<file path="src/rtl/minterm_pkg.sv">
// minterm_pkg
//   Shared types and constants for minterm_match_detector.
//   - state_t           : qualification FSM states
//   - RST_VALUE_DEF     : reset match value, reproduces S = ~A & B & C (A = MSB)
//   - RST_MASK_DEF      : reset care mask, all three bits compared
//   - hold_in_range()   : elaboration-time legality check for HOLD vs RUN_W
package minterm_pkg;

  typedef enum logic [1:0] {
    IDLE = 2'd0,
    QUAL = 2'd1,
    HELD = 2'd2
  } state_t;

  localparam logic [2:0] RST_VALUE_DEF = 3'b011;
  localparam logic [2:0] RST_MASK_DEF  = 3'b111;

  // HOLD must be reachable by the run counter without wrapping.
  function automatic bit hold_in_range(input int unsigned hold, input int unsigned run_w);
    return (hold >= 1) && (longint'(hold) < (longint'(1) << run_w));
  endfunction

endpackage

</file>
<file path="src/rtl/minterm_match_detector_sat_counter.sv">
// sat_counter
//   Up-counter that sticks at all-ones. Synchronous clear has priority
//   over increment.
// Ports
//   clk    in   1  rising-edge clock
//   rst    in   1  asynchronous active-high reset, clears count
//   clr    in   1  synchronous clear
//   inc    in   1  increment request (ignored while saturated)
//   count  out  W  current value
//   sat    out  1  count is all-ones
module sat_counter #(
  parameter int unsigned W = 4
) (
  input  logic         clk,
  input  logic         rst,
  input  logic         clr,
  input  logic         inc,
  output logic [W-1:0] count,
  output logic         sat
);

  assign sat = &count;

  always_ff @(posedge clk or posedge rst) begin
    if (rst) begin
      count <= '0;
    end else if (clr) begin
      count <= '0;
    end else if (inc && !sat) begin
      count <= count + W'(1);
    end
  end

endmodule

</file>
<file path="src/rtl/minterm_match_detector.sv">
// minterm_match_detector
//   Registered, parametrised successor to the 3-input minterm gate
//   (S = ~A & B & C). Compares each valid sample against a programmable
//   value/care-mask and emits a one-cycle detect once HOLD consecutive
//   valid samples have matched.
//
//   Optional feature macro: MINTERM_HIT_COUNTER_EN adds the saturating
//   hit_count output; without it the port and counter do not exist.
//
// Ports
//   clk        in   1      rising-edge clock
//   rst        in   1      asynchronous active-high reset
//   in_valid   in   1      din carries a sample this cycle
//   din        in   WIDTH  sample vector
//   cfg_load   in   1      load cfg_value/cfg_mask at this edge
//   cfg_value  in   WIDTH  new match value
//   cfg_mask   in   WIDTH  new care mask (1 = compared)
//   match_q    out  1      registered raw match of last valid sample
//   detect     out  1      one-cycle qualification pulse
//   active     out  1      qualified match currently held
//   hit_count  out  CNT_W  saturating detect count (macro only)
//
// state | meaning
// ------+---------------------------------------------------------
// IDLE  | no match run in progress, run = 0
// QUAL  | 1..HOLD-1 consecutive valid matches seen
// HELD  | HOLD reached; stays until the first valid mismatch
module minterm_match_detector
  import minterm_pkg::*;
#(
  parameter int unsigned      WIDTH     = 3,
  parameter int unsigned      HOLD      = 1,
  parameter int unsigned      RUN_W     = 4,
  parameter int unsigned      CNT_W     = 8,
  parameter logic [WIDTH-1:0] RST_VALUE = WIDTH'(RST_VALUE_DEF),
  parameter logic [WIDTH-1:0] RST_MASK  = WIDTH'(RST_MASK_DEF)
) (
  input  logic             clk,
  input  logic             rst,
  input  logic             in_valid,
  input  logic [WIDTH-1:0] din,
  input  logic             cfg_load,
  input  logic [WIDTH-1:0] cfg_value,
  input  logic [WIDTH-1:0] cfg_mask,
  output logic             match_q,
  output logic             detect,
  output logic             active
`ifdef MINTERM_HIT_COUNTER_EN
  ,
  output logic [CNT_W-1:0] hit_count
`endif
);

  if (!hold_in_range(HOLD, RUN_W)) begin : g_bad_hold
    $error("minterm_match_detector: HOLD=%0d not in 1..2**RUN_W-1 (RUN_W=%0d)", HOLD, RUN_W);
  end

  if (CNT_W < 1) begin : g_bad_cnt_w
    $error("minterm_match_detector: CNT_W must be at least 1");
  end

  localparam logic [RUN_W-1:0] HOLD_R = RUN_W'(HOLD);

  logic [WIDTH-1:0] value_r;
  logic [WIDTH-1:0] mask_r;
  state_t           state_q;
  logic [RUN_W-1:0] run;
  logic             run_sat;
  logic             match_c;
  logic             hold_reached;
  logic             run_inc;
  logic             run_clr;

  // Bits with mask 0 are forced to "equal", so mask_r == 0 matches everything.
  assign match_c = &(~(din ^ value_r) | ~mask_r);

  // run is 0 in IDLE, so the same compare covers both the HOLD == 1 case
  // from IDLE and the last step of QUAL.
  assign hold_reached = ((run + RUN_W'(1)) == HOLD_R);

  // Run stops counting once HELD; any valid mismatch or reconfiguration
  // restarts qualification from zero.
  assign run_inc = !cfg_load && in_valid && match_c && (state_q != HELD) && !run_sat;
  assign run_clr = cfg_load || (in_valid && !match_c);

  sat_counter #(
    .W (RUN_W)
  ) u_run_cnt (
    .clk   (clk),
    .rst   (rst),
    .clr   (run_clr),
    .inc   (run_inc),
    .count (run),
    .sat   (run_sat)
  );

  always_ff @(posedge clk or posedge rst) begin
    if (rst) begin
      value_r <= RST_VALUE;
      mask_r  <= RST_MASK;
      state_q <= IDLE;
      match_q <= 1'b0;
      detect  <= 1'b0;
    end else if (cfg_load) begin
      // The sample presented alongside a reconfiguration is dropped.
      value_r <= cfg_value;
      mask_r  <= cfg_mask;
      state_q <= IDLE;
      match_q <= 1'b0;
      detect  <= 1'b0;
    end else begin
      detect <= 1'b0;
      if (in_valid) begin
        match_q <= match_c;
        case (state_q)
          IDLE, QUAL: begin
            if (!match_c) begin
              state_q <= IDLE;
            end else if (hold_reached) begin
              state_q <= HELD;
              detect  <= 1'b1;
            end else begin
              state_q <= QUAL;
            end
          end
          HELD: begin
            if (!match_c) begin
              state_q <= IDLE;
            end
          end
          default: state_q <= IDLE;
        endcase
      end
    end
  end

  assign active = (state_q == HELD);

`ifdef MINTERM_HIT_COUNTER_EN
  logic hit_sat;

  // Counts detect pulses; only rst clears it, reconfiguration does not.
  sat_counter #(
    .W (CNT_W)
  ) u_hit_cnt (
    .clk   (clk),
    .rst   (rst),
    .clr   (1'b0),
    .inc   (detect && !hit_sat),
    .count (hit_count),
    .sat   (hit_sat)
  );
`endif

endmodule

</file>
<file path="config.mk">
export PLATFORM = sky130hd
export DESIGN_NAME = minterm_match_detector
export DESIGN_NICKNAME = d
export VERILOG_FILES = /design/src/rtl/minterm_pkg.sv /design/src/rtl/minterm_match_detector_sat_counter.sv /design/src/rtl/minterm_match_detector.sv
export SDC_FILE = /design/constraint.sdc
export NUM_CORES = 1
export LEC_CHECK = 0
export CORE_MARGIN = 4
export CORE_UTILIZATION = 50
export DETAILED_ROUTE_END_ITERATION = 16
export PLACE_DENSITY = 0.75
export SLEW_MARGIN = 5
export SYNTH_ARGS = -nofsm -noshare
export SYNTH_HDL_FRONTEND = slang
export SYNTH_SLANG_ARGS = --single-unit
</file>
<file path="constraint.sdc">
create_clock -name clk -period 4.4 [get_ports clk]
set_clock_uncertainty 0.05 [all_clocks]
set_input_delay 1.32 -clock clk [delete_from_list [all_inputs] [get_ports clk]]
set_output_delay 1.32 -clock clk [all_outputs]
set_load 0.02 [all_outputs]
</file>
; Yosys cells after proc, flatten, opt, wreduce, memory -nomap -nowiden
; Index checks and enable logic that the tools add are counted.
[word_totals]
regBits = 14
output_inout_bits = 3
[op_classes]
reduce_logical = 17
addsub = 1
bitwise = 4
eq_ne = 5
muxes = 15
[ops]
columns = cell, n
row1 = 2-bit 2-to-1 mux, 5
row2 = 4-bit 2-to-1 mux, 2
row3 = 1-bit 2-to-1 mux, 7
row4 = 1-bit logical AND, 6
row5 = 3-bit inverter, 2
row6 = 4-bit by 1-bit adder with 4-bit output (second input constant), 1
row7 = 4-bit by 1-bit == test with 1-bit output (second input constant), 1
row8 = 2-bit one-hot mux with 2 select lines, 1
row9 = 4-bit AND reduction, 1
row10 = 2-bit nonzero test, 2
row11 = 1-bit logical NOT, 3
row12 = 3-bit inequality test (second input constant), 1
row13 = 3-bit OR, 1
row14 = 3-bit AND reduction, 1
row15 = 3-bit bitwise XOR, 1
row16 = 2-bit by 1-bit == test with 1-bit output (second input constant), 1
row17 = 2-bit == test (second input constant), 1
row18 = 2-bit logical NOT, 1
row19 = 2-bit inequality test (second input constant), 1
row20 = 2-bit AND reduction, 1
row21 = 2-bit OR reduction, 1
row22 = 1-bit logical OR, 1

; Logic depth before layout (Yosys ltp)
; Gate-level depths: netlist (run 1).
[logic_depth]
word_depth = 10
ltp_mapped = 6
mapped_depth_nobuf = 6

; Hierarchy
; A second synthesis (run 1) with hierarchy kept.
[hier_totals]
cells_unflattened = 61
hier_area_um2 = 720.7
[modules_own_cells]
columns = module, seq_area_each_um2, cells_per_inst, area_per_inst_um2, n_inst
row1 = minterm_match_detector, 256.5, 40, 488.0, 1
row2 = sat_counter, 100.1, 21, 232.7, 1

; Least setup slack after synthesis (run 1)
; No wires, ideal clock.
[synth_timing]
path_type = in2reg
from = input cfg_load
to = register u_run_cnt.count[2]
slack_ns = 2.128
cell_stages = 3
n_path_buf = 1
arrival_ns = 2.118
required_ns = 4.246
setup_time_ns = 0.104
cell_sequence = clkbuf_1 -> or2_2 -> a221oi_1
[synth_between]
elab_chain_len = 7
[synth_rtl]
columns = item, line
row1 = start: declaration, minterm_match_detector.sv:42  ; input logic cfg_load,
row2 = 1-bit logical NOT, minterm_match_detector.sv:83  ; assign run_inc = !cfg_load && in_valid && match_c && (state_q != HELD) && !run_sat;
row3 = 1-bit logical AND (4 in series), minterm_match_detector.sv:83
row4 = 1-bit logical AND, minterm_match_detector_sat_counter.sv:29  ; end else if (inc && !sat) begin
row5 = 2-bit nonzero test (no line), n/a
row6 = end signal: assignment, minterm_match_detector_sat_counter.sv:30  ; count <= count + W'(1);
row7 = end: declaration, minterm_match_detector_sat_counter.sv:18  ; output logic [W-1:0] count,
; Parallel ways exist; a longest one is shown, timed or not.
; A chain may end at the register's enable or synchronous reset.

; Worst setup path in the final report (run 1)
[layout_timing]
from = register state_q[0]
to = output active
[layout_between]
elab_chain_len = 1
[layout_rtl]
columns = item, line
row1 = start: declaration, minterm_match_detector.sv:66  ; state_t state_q;
row2 = start signal: assignment, minterm_match_detector.sv:101  ; state_q <= IDLE;
row3 = start signal: assignment, minterm_match_detector.sv:108  ; state_q <= IDLE;
row4 = start signal: assignment, minterm_match_detector.sv:118  ; state_q <= IDLE;
row5 = 2-bit == test, minterm_match_detector.sv:137  ; assign active = (state_q == HELD);
row6 = end: declaration, minterm_match_detector.sv:47  ; output logic active
; No other way between the ends.

==> impl_metrics.csv, run 1 <==
group,metric,value,unit
logic_synthesis,synth-seq-area-share,48.6,%
route,drt-initial-drc-count,3,
route,vias,536,
finish,syn_to_final_growth,25.4,%
floorplanning,fp.coreArea,0.00133,mm²
setup_path,reg2reg_depth,5,
finish,antenna_cells,0,
setup_path,cp.depth,3,
floorplanning,design.portCount,16,
route,drc,0,
status,status,"completed",
place,dp_hpwl,1.10,mm
global_route,grt_max_degree,15,
global_route,grt_first_pass_wirelength,2.28,mm
power_and_ir_drop,leakage,0.412,nW
logic_synthesis,ys_ff_latch,14,
setup_path,r2r_setup_slack,2730,ps
cts,root_buffer,"clkbuf_4",
logic_synthesis,synth_top_area_cell,"dfrtp_1",
setup_path,slowest_stage,"clkdlybuf4s50_1",
cts,clkLatencyLatePin,280,ps
cts,clock_sinks,14,
sta,fmax,338,MHz
floorplanning,initial_utilization,55.0,%
sta,fin_crit,2960,ps
global_route,grt_usage,15.4,%
place,gp_congestion,0.808,
sta,whs,431,ps
route,routed_via_density,5.47,
setup_path,cp-start-kind,"register",
finish,finalNetCount,99,
setup_path,r2r_end,"state_q[1]$_DFFE_PP0P_",
setup_path,path_max_fanout,6,
finish,multiInputGateArea,345,µm²
sta,setup_slack,1440,ps
route,wl,1.35,mm
hold_path,hold_start,"match_q$_DFFE_PP0P_",
setup_path,crit_family,"buffers and inverters",
logic_synthesis,synthFlopType,"dfrtp_1",
setup_path,cp-startpoint,"state_q[0]$_DFFE_PP0P_",
logic_synthesis,avgSynthCellArea,11.1,µm²
logic_synthesis,synth_commonest_cells,"9 x dfrtp_1, 6 x inv_1, 6 x mux2_2",
finish,stdcell_area,920,µm²
logic_synthesis,syn_area,733,µm²
finish,fill_cells,92,
power_and_ir_drop,finalPower,0.305,mW
sta,maxSlewHeadroom,66.7,%
global_route,overflow,0,
cts,cts-resized-gates,0,
cts,path_clk_slew,80,ps
logic_synthesis,synthArstFlopShare,100,%
setup_path,path_buf_inv,2,
logic_synthesis,yosysMostFrequentCell,"dfrtp_1",
setup_path,path_cells,"nand2b_1 -> inv_1 -> clkdlybuf4s50_1",
place,place_inst,94,
power_and_ir_drop,peakVddDrop,238,µV
sta,worstMarginPinSlew,500,ps
power_and_ir_drop,p_per_area,332,mW/mm²
logic_synthesis,syn_nets,81,
global_route,antenna_found_initial,0,
setup_path,required,3030,ps
floorplanning,placementRows,13,
sta,hold_viol,0,
logic_synthesis,ys_warn_count,0,
cts,h-tree-depth,1,
sta,maxSlewViolCount,0,
sta,setup_viol,0,
finish,drive_gt1_share,24.1,%
route,ant_nets,0,
logic_synthesis,ys_types,31,
hold_path,holdCritPathClass,"reg -> reg",
logic_synthesis,postSynthCellCount,66,
sta,grt_setup_unrepaired,"false",
global_route,grt_pass1_vias,533,
logic_synthesis,synth_top_area_share,30.7,%
floorplanning,die_w,46.3,µm
setup_path,cp-end-kind,"primary output",
setup_path,r2r_start,"u_run_cnt.count[1]$_DFFE_PP0P_",
logic_synthesis,yosys-top-cells-area,"dfrtp_1 31%, dfstp_2 18%, mux2_2 9.2%",
floorplanning,dieArea,0.00214,mm²
finish,instances_no_fill,98,
cts,cts_buffer_depth,2,
cts,cts_hold_buf,0,
setup_path,crit_arrival,1590,ps
place,dp_slack,1580,ps
setup_path,crit_end,"active",
finish,final_util,68.9,%
route,dr.pass1.iters,5,
setup_path,cpPeakStageDelay,600,ps
cts,cts_tree,"built",
finish,ff_latch_area,357,µm²
cts,postCtsSetupRepairBufs,0,
place,place_area,893,µm²
floorplanning,die_y,46.3,µm
job,maxCapViolations,0,
sta,setup_tns,0,ps
sta,finalCritPeriodShare,67.3,%
place,portBuffers,15,
logic_synthesis,synth_edf_count,0,
cts,cts_buffers,3,
setup_path,critical_path_class,"reg -> out",
route,wl_per_cell,13.7,µm
## worst register-to-register path, delay by kind of cell (launching register included)
kind            cells  cell delay, ps
flops               1             440
simple gates        2             640
compound gates      2             220
fa+ha+maj           1             260
## registers in the layout, indices dropped and copies added (netlist names)
| name | cells |
|---|---|
| u_run_cnt.count | 4 |
| state_q | 2 |
| match_q | 1 |
| detect | 1 |
| mask_r | 3 |
| value_r | 3 |
## where the power goes
group | switching, mW | internal, mW | total, mW
logic | 0.0379 | 0.0388 | 0.0766
registers | 0.0110 | 0.145 | 0.156
clock network | 0.0371 | 0.0351 | 0.0722
## layout make-up
type | instances | area share, %
sequential | 14 | 38.8
multi-input combinational | 44 | 37.6
timing repair buffer | 15 | 16.3
clock buffer | 4 | 2.86
inverter | 6 | 2.45
tap | 15 | 2.04
## placed cells by master (no fill, tap or decap), types with 2 or more instances in the layout
cell             count
clkdlybuf4s50_1     15
dfrtp_1              9
mux2_2               6
inv_1                6
dfstp_2              5
xor2_1               4
a21oi_1              4
nand3_1              4
nand2_1              3
clkbuf_4             3
nor2_1               2
ha_1                 2
## kinds of logic (layout without fill, tap and decap cells)
family / after synthesis / after routing / synth area share, %
xor gates and xnor gates: 5 / 5 / 5.97
buffers and inverters: 8 / 25 / 4.26
and+or+nand+nor: 17 / 17 / 14.0
DFF: 14 / 14 / 48.6
muxes: 7 / 7 / 10.6
adders and majority gates: 2 / 2 / 3.41
AOI/OAI and AO/OA: 13 / 13 / 13.1
## layer usage
metal / global-route usage, % / vias up / part of all wire [%]
met5: 0 / - / 0
met3: 5.86 / 2 / 7.1
met4: 5.11 / 0 / 0.59
met1: 17.7 / 254 / 43
li1: - / 267 / -
met2: 25.8 / 13 / 50
## worst min path at each step
stage                        endpoint  slack, ps  cells after the start
2_1_floorplan  state_q[0]$_DFFE_PP0P_        380                      2
3_3_place_gp   state_q[0]$_DFFE_PP0P_        410                      2
3_5_place_dp      match_q$_DFFE_PP0P_        430                      2
5_1_grt        state_q[0]$_DFFE_PP0P_        480                      2
4_1_cts           match_q$_DFFE_PP0P_        440                      2
6_report          match_q$_DFFE_PP0P_        430                      2
Note: power is estimated with default switching activity, not from simulation.
==> run 2: changes to the inputs <==
- CORE_UTILIZATION: 50 -> 43
- PLACE_DENSITY: 0.75 -> 0.68
- clock period: 4.4 -> 2.53 ns (I/O delays scaled with it)
==> run 2 against run 1 <==
Net effect:
- final cell count rose by 2.0%
- count of clock-buffer cells in the layout did not move
- via count rose by 5.2%
- total power rose by 84%
- register-to-register slack got worse by 1900 ps
- worst hold slack improved by 7.5 ps
- non-clock buffer count rose by 1
- core utilization fell by 8.8 points
- critical path depth did not move
- routed wire length fell by 6.3%
- highest routed layer is now met3
- clock power rose by 120%
==> impl_metrics.csv, run 2 (synthesized netlist as in run 1, its figures left out) <==
group,metric,value,unit
floorplanning,dieArea,0.00243,mm²
sta,fmax,420,MHz
finish,finalNetCount,100,
route,wl_per_cell,12.6,µm
finish,syn_to_final_growth,28.0,%
cts,postCtsSetupRepairBufs,0,
sta,grt_setup_unrepaired,"false",
power_and_ir_drop,peakVddDrop,392,µV
finish,antenna_cells,0,
route,ant_nets,0,
route,wl,1.26,mm
cts,cts-resized-gates,0,
setup_path,path_buf_inv,2,
floorplanning,die_y,49.3,µm
global_route,grt_first_pass_wirelength,2.31,mm
setup_path,slowest_stage,"clkdlybuf4s50_1",
finish,largest_reg_flops,4,
setup_path,cp.depth,3,
route,drt-initial-drc-count,4,
place,gp_congestion,0.785,
route,routed_via_density,5.64,
setup_path,cp-start-kind,"register",
setup_path,path_max_fanout,6,
cts,cts_hold_buf,0,
sta,setup_viol,0,
setup_path,crit_family,"buffers and inverters",
place,dp_slack,306,ps
cts,clkLatencyLatePin,270,ps
status,status,"completed",
setup_path,required,1720,ps
global_route,overflow,0,
global_route,grt_usage,12.1,%
finish,fill_cells,132,
floorplanning,die_w,49.3,µm
floorplanning,fp.coreArea,0.00156,mm²
cts,clock_sinks,14,
place,dp_hpwl,1.01,mm
sta,worstMarginPinSlew,504,ps
finish,final_common_cell,"clkdlybuf4s50_1",
floorplanning,design.portCount,16,
route,drc,0,
sta,setup_tns,0,ps
finish,largest_registers,"u_run_cnt.count x4, mask_r x3, value_r x3",
setup_path,path_cells,"nand2b_1 -> inv_1 -> clkdlybuf4s50_1",
setup_path,cp-end-kind,"primary output",
finish,stdcell_area,938,µm²
sta,maxSlewViolCount,0,
finish,layout_common_cells,"15 x clkdlybuf4s50_1, 9 x dfrtp_1, 6 x mux2_2, 6 x inv_1, 5 x dfstp_2",
finish,instances_no_fill,100,
sta,whs,439,ps
power_and_ir_drop,leakage,0.423,nW
hold_path,whs_path_depth,2,
global_route,grt_pass1_vias,541,
setup_path,crit_arrival,1570,ps
place,place_inst,96,
floorplanning,placementRows,14,
power_and_ir_drop,p_per_area,598,mW/mm²
cts,cts_buffer_depth,2,
hold_path,holdCritPathClass,"reg -> reg",
sta,fin_crit,2380,ps
job,maxCapViolations,0,
setup_path,cpPeakStageDelay,600,ps
sta,setup_slack,149,ps
cts,h-tree-depth,1,
finish,regMostFlops,"u_run_cnt.count",
cts,path_clk_slew,80,ps
finish,drive_gt1_share,26.2,%
route,dr.pass1.iters,4,
setup_path,critical_path_class,"reg -> out",
cts,cts_tree,"built",
sta,maxSlewHeadroom,66.4,%
setup_path,reg2reg_depth,5,
place,place_area,902,µm²
sta,hold_viol,0,
global_route,antenna_found_initial,0,
route,vias,564,
cts,cts_buffers,3,
floorplanning,initial_utilization,47.0,%
global_route,grt_max_degree,15,
sta,finalCritPeriodShare,94.1,%
place,portBuffers,15,
cts,root_buffer,"clkbuf_4",
## run 2: cell types whose count changed in the layout (fill, tap and decap cells not counted)
cell and change:
buf_4 +1, clkbuf_1 -1, clkbuf_8 +1
## run 2: layout make-up
cell class / count / area, µm² / share of cell area (%)
Sequential cell: 14 / 357 / 38.0
Inverter: 6 / 22.5 / 2.40
Tap cell: 16 / 20.0 / 2.13
Multi-Input combinational cell: 44 / 345 / 36.8
Clock buffer: 4 / 36.3 / 3.87
Timing Repair Buffer: 16 / 158 / 16.8
## run 2: worst paths after layout
| check | slack (ps) | startpoint | end |
|---|---|---|---|
| worst max-delay path | 150 | state_q[0]$_DFFE_PP0P_ | active |
| worst min-delay path | 440 | match_q$_DFFE_PP0P_ | match_q$_DFFE_PP0P_ |
| worst max register to register | 820 | u_run_cnt.count[0]$_DFFE_PP0P_ | state_q[1]$_DFFE_PP0P_ |
| worst min register to register | 440 | match_q$_DFFE_PP0P_ | match_q$_DFFE_PP0P_ |
| max in group asynchronous | 1320 | rst | value_r[0]$_DFFE_PP1P_ |
| min in group asynchronous | 750 | rst | detect$_DFF_PP0_ |
## run 2: routing by layer
metal / vias to the layer above / share of wire (%) / GRT usage (%) / wire length, µm
met5: - / 0 / 0 / 0
met4: 0 / 0 / 1.42 / 0
met3: 0 / 7.5 / 5.20 / 95
met2: 23 / 46 / 18.5 / 578
met1: 267 / 47 / 16.3 / 587
li1: 274 / - / - / -
## run 2: tightest hold or removal path: stages, from the launching register on
cell and delay (ps):
dfrtp_1 350, nand2_1 50, o21ai_0 60
## run 2: stage by stage
stage               utilization [%]  power, mW
finish                         60.2      0.561
detailed placement             57.9      0.412
floorplan                         -      0.359
CTS                            60.2      0.571
global placement               57.9      0.410
global route                   60.2      0.599
## run 2: where the power goes
part | internal, mW | switching, mW | total (mW)
Combinational | 0.0684 | 0.0660 | 0.134
Clock | 0.0875 | 0.0684 | 0.156
Sequential | 0.252 | 0.0187 | 0.271
Total | 0.408 | 0.153 | 0.561
==> run 3: changes to the inputs <==
- clock period: 2.53 -> 2.1 ns (I/O delays scaled with it)
==> run 3 against run 2 <==
Net effect:
- core utilization grew 1.8 points
- sequential share of layout area shrank 1.1 points
- global-route usage shrank 0.36 points
- routed wire length grew 4.0%
- critical path depth shrank 2
==> impl_metrics.csv, run 3 (synthesized netlist as in run 1, its figures left out) <==
group,metric,value,unit
status,status,"completed",
cts,clock_sinks,14,
place,place_area,932,µm²
place,place_inst,100,
hold_path,holdCritPathClass,"reg -> reg",
cts,cts_tree,"built",
sta,hold_viol,0,
global_route,grt_max_degree,15,
route,wl_per_cell,12.6,µm
sta,grt_setup_unrepaired,"false",
cts,root_buffer,"clkbuf_4",
finish,instances_no_fill,104,
finish,stdcell_area,967,µm²
finish,regMostFlops,"u_run_cnt.count",
setup_path,path_max_fanout,2,
place,dp_hpwl,1.04,mm
floorplanning,initial_utilization,47.0,%
setup_path,slowest_stage,"clkdlybuf4s50_1",
route,wl,1.31,mm
finish,final_common_cell,"clkdlybuf4s50_1",
floorplanning,placementRows,14,
sta,finalCritPeriodShare,90.3,%
global_route,overflow,0,
cts,h-tree-depth,1,
route,vias,553,
floorplanning,dieArea,0.00243,mm²
setup_path,path_cells,"clkdlybuf4s50_1",
finish,largest_reg_flops,4,
sta,fin_crit,1900,ps
route,ant_nets,0,
floorplanning,die_w,49.3,µm
sta,worstMarginPinSlew,511,ps
finish,layout_common_cells,"14 x clkdlybuf4s50_1, 9 x dfrtp_1, 6 x mux2_2, 6 x inv_1",
power_and_ir_drop,leakage,0.445,nW
cts,postCtsSetupRepairBufs,0,
sta,setup_viol,0,
place,gp_congestion,0.842,
cts,path_clk_slew,80,ps
cts,cts_buffer_depth,2,
finish,syn_to_final_growth,31.9,%
setup_path,cp-end-kind,"primary output",
setup_path,crit_arrival,1220,ps
floorplanning,fp.coreArea,0.00156,mm²
global_route,grt_usage,11.8,%
setup_path,required,1420,ps
sta,maxSlewHeadroom,65.9,%
job,maxCapViolations,0,
floorplanning,design.portCount,16,
sta,maxSlewViolCount,0,
finish,finalNetCount,104,
power_and_ir_drop,finalPower,0.686,mW
setup_path,path_buf_inv,1,
place,portBuffers,15,
global_route,grt_pass1_vias,549,
setup_path,crit_family,"buffers and inverters",
route,drt-initial-drc-count,10,
setup_path,cp-start-kind,"register",
route,dr.pass1.iters,4,
cts,clkLatencyLatePin,270,ps
sta,setup_tns,0,ps
route,drc,0,
finish,largest_registers,"u_run_cnt.count x4, mask_r x3, value_r x3",
cts,cts_buffers,3,
power_and_ir_drop,p_per_area,709,mW/mm²
finish,final_util,62.0,%
finish,antenna_cells,0,
power_and_ir_drop,peakVddDrop,446,µV
sta,fmax,527,MHz
global_route,antenna_found_initial,0,
setup_path,cpPeakStageDelay,600,ps
setup_path,critical_path_class,"reg -> out",
route,routed_via_density,5.32,
finish,drive_gt1_share,29.5,%
floorplanning,die_y,49.3,µm
global_route,grt_first_pass_wirelength,2.25,mm
## run 3: cell types whose count changed in the layout (fill, tap and decap cells not counted), sizes merged
cell           previous run  this run
buf                       1         5
clkdlybuf4s50            15        14
dlygate4sd2               0         1
## run 3: routing by layer
metal,track usage (%),vias to the layer above,wire (µm)
met2,18.5,17,575
met1,16.0,255,642
li1,-,279,-
met4,4.27,0,6
met3,2.14,2,88
met5,0,-,0
## run 3: worst paths after layout
path | start | endpoint | slack, ps | cells after the start
setup / recovery | match_q$_DFFE_PP0P_ | match_q | 200 | 1
hold / removal | match_q$_DFFE_PP0P_ | match_q$_DFFE_PP0P_ | 430 | 2
setup reg to reg | u_run_cnt.count[0]$_DFFE_PP0P_ | state_q[1]$_DFFE_PP0P_ | 370 | 5
hold reg to reg | match_q$_DFFE_PP0P_ | match_q$_DFFE_PP0P_ | 430 | 2
max in group asynchronous | rst | mask_r[2]$_DFFE_PP1P_ | 1010 | 2
min in group asynchronous | rst | match_q$_DFFE_PP0P_ | 630 | 2
## run 3: per-stage QoR
| step | worst slack, ps | hold slack [ps] |
|---|---|---|
| after floorplan | 518 | 385 |
| after global placement | 97.5 | 404 |
| after detailed placement | 71.4 | 416 |
| after CTS | 185 | 439 |
| after global routing | 160 | 487 |
| final | 204 | 430 |
## run 3: power breakdown
| part | internal, mW | switching [mW] | leakage [nW] |
|---|---|---|---|
| sequential | 0.304 | 0.0234 | 0.173 |
| clock | 0.105 | 0.0820 | 0.0210 |
| combinational | 0.0897 | 0.0811 | 0.251 |
| total | 0.499 | 0.187 | 0.445 |
## run 3: what timing repair did
item / CTS / global route
hold buffers: 0 / 0
endpoints found under the setup margin: 1 / 0
resized for setup: 1 / 0
hold endpoints to repair: 0 / 0
## run 3: layout make-up
class / instances / area (µm²)
clock buffer: 4 / 36.3
sequential: 14 / 357
multi-input combinational: 44 / 345
tap: 16 / 20.0
fill: 133 / 592
inverter: 6 / 22.5
timing repair buffer: 20 / 186
## run 3: tightest hold or removal path, stage by stage, from the launching register on
cell and delay [ps]:
dfrtp_1 350, nand2_1 40, o21ai_0 60
